--- src/rtl/ncl_op_sequencer.sv ---
// ncl_op_sequencer: drives one opcode at a time into the dual-rail NCL
// opcode decoder with a four-phase DATA/NULL protocol. The decoded result
// comes back as a single-rail valid/ready transaction. Owns timeout and
// stuck-NULL fault handling for the asynchronous decode island.
module ncl_op_sequencer #(
  parameter int TIMEOUT = 63,
  parameter int CNT_W   = 6
) (
  input  logic       clk,
  input  logic       rst_n,
  input  logic       op_valid,
  output logic       op_ready,
  input  logic [3:0] op,
  output logic [3:0] i_t,
  output logic [3:0] i_f,
  input  logic [2:0] c_t,
  input  logic [2:0] c_f,
  output logic       ctl_valid,
  input  logic       ctl_ready,
  output logic [2:0] ctl,
  output logic       ctl_bypass,
  output logic       ctl_err,
  output logic       fault
);

  typedef enum logic [2:0] {
    S_IDLE,
    S_DATA,
    S_NULL,
    S_OUT,
    S_FAULT
  } state_t;

  state_t           r_state, w_state_nxt;
  logic [2:0]       r_ct_s1, r_ct_s2, r_cf_s1, r_cf_s2;
  logic [CNT_W-1:0] r_cnt, w_cnt_nxt;
  logic [3:0]       r_it, r_if, w_it_nxt, w_if_nxt;
  logic [2:0]       r_ctl, w_ctl_nxt;
  logic             r_byp, w_byp_nxt;
  logic             r_err, w_err_nxt;

  logic w_done_data, w_done_null, w_orphan, w_tmo;

  // Completion detection only ever looks at the synchronized rails.
  assign w_done_data = &(r_ct_s2 ^ r_cf_s2);
  assign w_done_null = ~|{r_ct_s2, r_cf_s2};
  assign w_orphan    = |(r_ct_s2 & r_cf_s2);
  assign w_tmo       = (r_cnt == CNT_W'(TIMEOUT));

  // Two-flop synchronizer on all six asynchronous decoder rails.
  always_ff @(posedge clk or negedge rst_n) begin
    if (!rst_n) begin
      r_ct_s1 <= '0;
      r_ct_s2 <= '0;
      r_cf_s1 <= '0;
      r_cf_s2 <= '0;
    end else begin
      r_ct_s1 <= c_t;
      r_ct_s2 <= r_ct_s1;
      r_cf_s1 <= c_f;
      r_cf_s2 <= r_cf_s1;
    end
  end

  // State, rail, counter and result registers; reset forces rails to NULL.
  always_ff @(posedge clk or negedge rst_n) begin
    if (!rst_n) begin
      r_state <= S_IDLE;
      r_cnt   <= '0;
      r_it    <= '0;
      r_if    <= '0;
      r_ctl   <= '0;
      r_byp   <= 1'b0;
      r_err   <= 1'b0;
    end else begin
      r_state <= w_state_nxt;
      r_cnt   <= w_cnt_nxt;
      r_it    <= w_it_nxt;
      r_if    <= w_if_nxt;
      r_ctl   <= w_ctl_nxt;
      r_byp   <= w_byp_nxt;
      r_err   <= w_err_nxt;
    end
  end

  // Next-state logic: orphan beats done_data, done_data beats timeout.
  always_comb begin
    w_state_nxt = r_state;
    w_cnt_nxt   = r_cnt;
    w_it_nxt    = r_it;
    w_if_nxt    = r_if;
    w_ctl_nxt   = r_ctl;
    w_byp_nxt   = r_byp;
    w_err_nxt   = r_err;
    case (r_state)
      S_IDLE: begin
        if (op_valid) begin
          if (op[3] == op[2]) begin
            // Not a decoder opcode: answer directly, rails stay NULL.
            w_ctl_nxt   = '0;
            w_byp_nxt   = 1'b1;
            w_err_nxt   = 1'b0;
            w_state_nxt = S_OUT;
          end else begin
            w_it_nxt    = op;
            w_if_nxt    = ~op;
            w_cnt_nxt   = '0;
            w_state_nxt = S_DATA;
          end
        end
      end
      S_DATA: begin
        if (w_orphan || (!w_done_data && w_tmo)) begin
          w_ctl_nxt   = '0;
          w_byp_nxt   = 1'b0;
          w_err_nxt   = 1'b1;
          w_it_nxt    = '0;
          w_if_nxt    = '0;
          w_cnt_nxt   = '0;
          w_state_nxt = S_NULL;
        end else if (w_done_data) begin
          w_ctl_nxt   = r_ct_s2;
          w_byp_nxt   = 1'b0;
          w_err_nxt   = 1'b0;
          w_it_nxt    = '0;
          w_if_nxt    = '0;
          w_cnt_nxt   = '0;
          w_state_nxt = S_NULL;
        end else begin
          w_cnt_nxt = r_cnt + CNT_W'(1);
        end
      end
      S_NULL: begin
        if (w_done_null) begin
          w_state_nxt = S_OUT;
        end else if (w_tmo) begin
          w_state_nxt = S_FAULT;
        end else begin
          w_cnt_nxt = r_cnt + CNT_W'(1);
        end
      end
      S_OUT: begin
        if (ctl_ready) w_state_nxt = S_IDLE;
      end
      S_FAULT: begin
        w_state_nxt = S_FAULT;
      end
      default: begin
        w_state_nxt = S_IDLE;
      end
    endcase
  end

  assign op_ready   = (r_state == S_IDLE);
  assign ctl_valid  = (r_state == S_OUT);
  assign fault      = (r_state == S_FAULT);
  assign i_t        = r_it;
  assign i_f        = r_if;
  assign ctl        = r_ctl;
  assign ctl_bypass = r_byp;
  assign ctl_err    = r_err;

endmodule

--- config.mk ---
export PLATFORM = sky130hd
export DESIGN_NAME = ncl_op_sequencer
export DESIGN_NICKNAME = d
export VERILOG_FILES = /design/src/rtl/ncl_op_sequencer.sv
export SDC_FILE = /design/constraint.sdc
export NUM_CORES = 1
export LEC_CHECK = 0
export ABC_CLOCK_PERIOD_IN_PS = 2290
export BUFFER_PORTS_ARGS = -buffer_cell sky130_fd_sc_hd__buf_2
export CAP_MARGIN = 20
export CELL_PAD_IN_SITES_DETAIL_PLACEMENT = 1
export CELL_PAD_IN_SITES_GLOBAL_PLACEMENT = 2
export CORE_UTILIZATION = 35
export CTS_CLUSTER_SIZE = 20
export DETAILED_ROUTE_END_ITERATION = 7
export PLACE_DENSITY_LB_ADDON = 0.1
export SETUP_SLACK_MARGIN = 0.1
export SLEW_MARGIN = 20
export SYNTH_ARGS = -nofsm -noshare
export SYNTH_HDL_FRONTEND = slang
export SYNTH_SLANG_ARGS = --single-unit
--- constraint.sdc ---
create_clock -name clk -period 2.29 [get_ports clk]
set_clock_uncertainty 0.05 [all_clocks]
set_input_delay 0.1145 -clock clk [delete_from_list [all_inputs] [get_ports clk]]
set_output_delay 0.1145 -clock clk [all_outputs]
set_load 0.1 [all_outputs]
==> results by group <==
Layout
  • Most frequent cells in the layout: dfrtp_1, buf_2, nand2_1
  • Area Overhead vs Synth: 24.1%
  • Commonest non-fill, non-tap cell in the layout: dfrtp_1
  • # diodes: 0
  • # nets final: 197
  • Seq. cell area: 851 µm²
  • Footprint of the multi-input gates: 646 µm²
  • Share of cells above drive strength 1: 32.2%
  • FILL cells: 466

Clocking
  • CTS max path bufs: 2
  • Number of post-CTS setup repair buffers: 0
  • CTS tree: built
  • Clk Latency, worst-skew pair: 0.28 ns
  • Clock root cell: clkbuf_8
  • Clock sinks: 34
  • CTS clk-pin slew, worst paths: 0.07 ns
  • Num CTS Buffers: 5
  • H-tree depth: 2

Floorplan
  • Die H: 68.6 µm
  • Core area: 0.00412 mm²
  • Ports: 30
  • Die Area: 0.00471 mm²
  • Die width: 68.6 µm
  • Initial Utilization: 37.7%
  • Row count: 23

Global routing
  • Gr ovfl total: 0
  • First-pass GRT wire length: 5.51 mm
  • Largest net degree at the start of global routing: 35
  • Number of antenna violations at the first check in global routing: 0
  • Vias in the first global route: 1175
  • All-Layer GR Usage: 16.5%

Placed design
  • Hpwl dp: 2.38 mm
  • # port buffers: 29
  • Routability cong.: 0.742
  • Pre-CTS setup slack: 0.266 ns

Synth
  • Post-synthesis mux area share: 2.10%
  • Synthesis Warnings: 0
  • Seq/Total Area, Yosys: 54.8%
  • Post-Synthesis Cells: 136
  • Largest family of logic cells by synthesized area: simple AND/OR/NAND/NOR gates
  • Asr flop ratio synth: 100%
  • Number of synthesized flops with an enable pin: 0
  • Yosys reg bits: 34
  • Synth Area in XOR/XNOR: 0.564%
  • Compound-Gate Fraction of Synth Area: 16.4%
  • Netlist cell types: 40
  • Synth Area in Simple Gates: 18.5%
  • Post-Syn Area: 0.00155 mm²
  • Post-synthesis net count: 154
  • Main flop type after synthesis: dfrtp_1
  • Syn_area_per_cell: 11.4 µm²
  • Adder-Cell Fraction of Synth Area: 3.22%

Routing
  • DR WL/cell: 14.4 µm
  • Drt initial violations: 42
  • WL final: 3.32 mm
  • Vias: 1158
  • Antenna Nets Post-Route: 0
  • Drc violations: 0
  • DR vias/cell: 5.03
  • 1st-pass router iterations: 4

Worst setup path
  • Crit path max fanout: 10
  • Worst reg2reg path depth: 6
  • Worst R2R Start: r_cnt[0]$_DFFE_PN0P_
  • Crit path capture type: flip-flop
  • CP Launch Point: r_cnt[0]$_DFFE_PN0P_
  • R2R Setup Slk: 0.26 ns
  • Data arrival time of the critical path: 2.18 ns
  • Type of origin of the critical path: flip-flop
  • Critical path class: reg -> reg
  • Critical Path RT: 2.44 ns
  • Reg2reg end: r_cnt[5]$_DFFE_PN0P_
  • Worst setup path endpoint: r_cnt[5]$_DFFE_PN0P_

STA
  • Post-route minimum period: 2.03 ns
  • Final Cycle Share: 88.8%
  • Worst-Margin Slew: 0.783 ns
  • Final Hold Viols: 0
  • Worst slew margin: 47.8%
  • Final Max Slew Viols: 0
  • Fin Setup TNS: 0 ns
  • Max frequency: 492 MHz
  • Unrepaired setup endpoints after global routing: false
  • Worst Setup Slack, final: 0.255 ns
  • Final setup viols: 0

Power and ir drop
  • IR drop worst, VDD: 831 µV
  • Cell Pwr Density: 1500 mW/mm²
  • Leak: 0.000911 µW

Outcome
  • Status: complete, no violations

Flow run
  • Total of max-cap violations: 0

Min path
  • Worst Hold Class: in -> reg
-- cells in the mapped netlist (2+ instances only) --
master / instances / share of area (%)
and3_1: 2 / 0.81
o31ai_1: 6 / 2.9
nor3_1: 2 / 0.64
o21ai_2: 3 / 1.7
o21ai_0: 7 / 2.3
buf_6: 2 / 1.5
or4_4: 2 / 1.5
nor3b_1: 2 / 0.97
a21oi_1: 8 / 2.6
o21ai_1: 2 / 0.64
ha_1: 4 / 3.2
nor2_1: 3 / 0.73
inv_1: 5 / 1.2
nand2_1: 21 / 5.1
or3_1: 4 / 1.6
nand3_1: 6 / 1.9
dfrtp_1: 34 / 55
-- metal layers --
layer,track usage [%],routed length (µm),vias up
li1,-,-,566
met1,21.0,1600,558
met2,26.7,1560,30
met3,4.44,121,4
met4,6.25,31,0
met5,0,0,-
-- logic make-up (layout without fill, tap and decap cells) --
kind of cell / after synthesis / count (layout)
AND/OR/NAND/NOR: 50 / 50
XOR/XNOR: 1 / 1
buffers and inverters: 10 / 54
AO/OA/AOI/OAI: 34 / 34
adder cells (fa/ha/maj): 4 / 4
flip-flops: 34 / 34
multiplexers: 3 / 3
-- where the power goes --
group	switching (µW)	internal, µW	total [µW]
sequential	112	752	864
clock	213	243	456
combinational	1200	358	1560
total	1530	1350	2880
-- worst max-delay path, cell delays in order, from the launching register on --
cell	delay, ns
dfrtp_1	0.40
ha_1	0.23
and3_1	0.20
and3_1	0.29
o21a_4	0.29
or3_1	0.35
a21oi_1	0.14
-- how the worst min path moves through the flow --
stage / end / cells after the start / startpoint / slack (ns)
3_3_place_gp: r_state[2]$_DFFE_PN0P_ / 1 / rst_n / 0.17
5_1_grt: i_f[2]$_DFFE_PN0P_ / 2 / op[2] / 0.02
3_5_place_dp: r_ct_s1[0]$_DFF_PN0_ / 1 / c_t[0] / 0.18
4_1_cts: i_f[2]$_DFFE_PN0P_ / 2 / op[2] / 0.02
6_report: i_f[2]$_DFFE_PN0P_ / 2 / op[2] / 0.03
2_1_floorplan: ctl[0]$_DFFE_PN0P_ / 0 / rst_n / -0.23
-- metrics by stage --
step / hold slack, ns / util [%] / area, µm² / instances / total power, µW
finish: 0.0285 / 46.8 / 1930 / 230 / 2880
global route: 0.0234 / 46.8 / 1930 / 230 / 3040
CTS: 0.0151 / 46.8 / 1930 / 230 / 2920
detailed placement: 0.176 / 42.4 / 1750 / 213 / 2440
global placement: 0.167 / 42.4 / 1750 / 213 / 2400
floorplan: -0.231 / - / 1570 / 136 / 2190
-- registers in the layout, summed over array words and instances, names as in the netlist --
| signal | count |
|---|---|
| ctl | 3 |
| r_ct_s1 | 3 |
| r_cnt | 6 |
| ctl_bypass | 1 |
| i_f | 4 |
| r_cf_s1 | 3 |
| ctl_err | 1 |
| r_cf_s2 | 3 |
| r_ct_s2 | 3 |
| i_t | 4 |
| r_state | 3 |
-- final cells by class --
class,count,area share [%]
well taps,50,3.25
repair buffers,41,13.4
multi-input cells,92,33.5
clock buffers,7,4.48
inverters,5,0.974
clock inverters,1,0.260
flip-flops and latches,34,44.2
-- repair_timing --
| action | CTS | global route |
|---|---|---|
| resized for setup | 0 | 0 |
| hold buffers | 9 | 0 |
| hold endpoints to repair | 42 | 0 |
No activity file was read; power rests on OpenSTA's default activity.
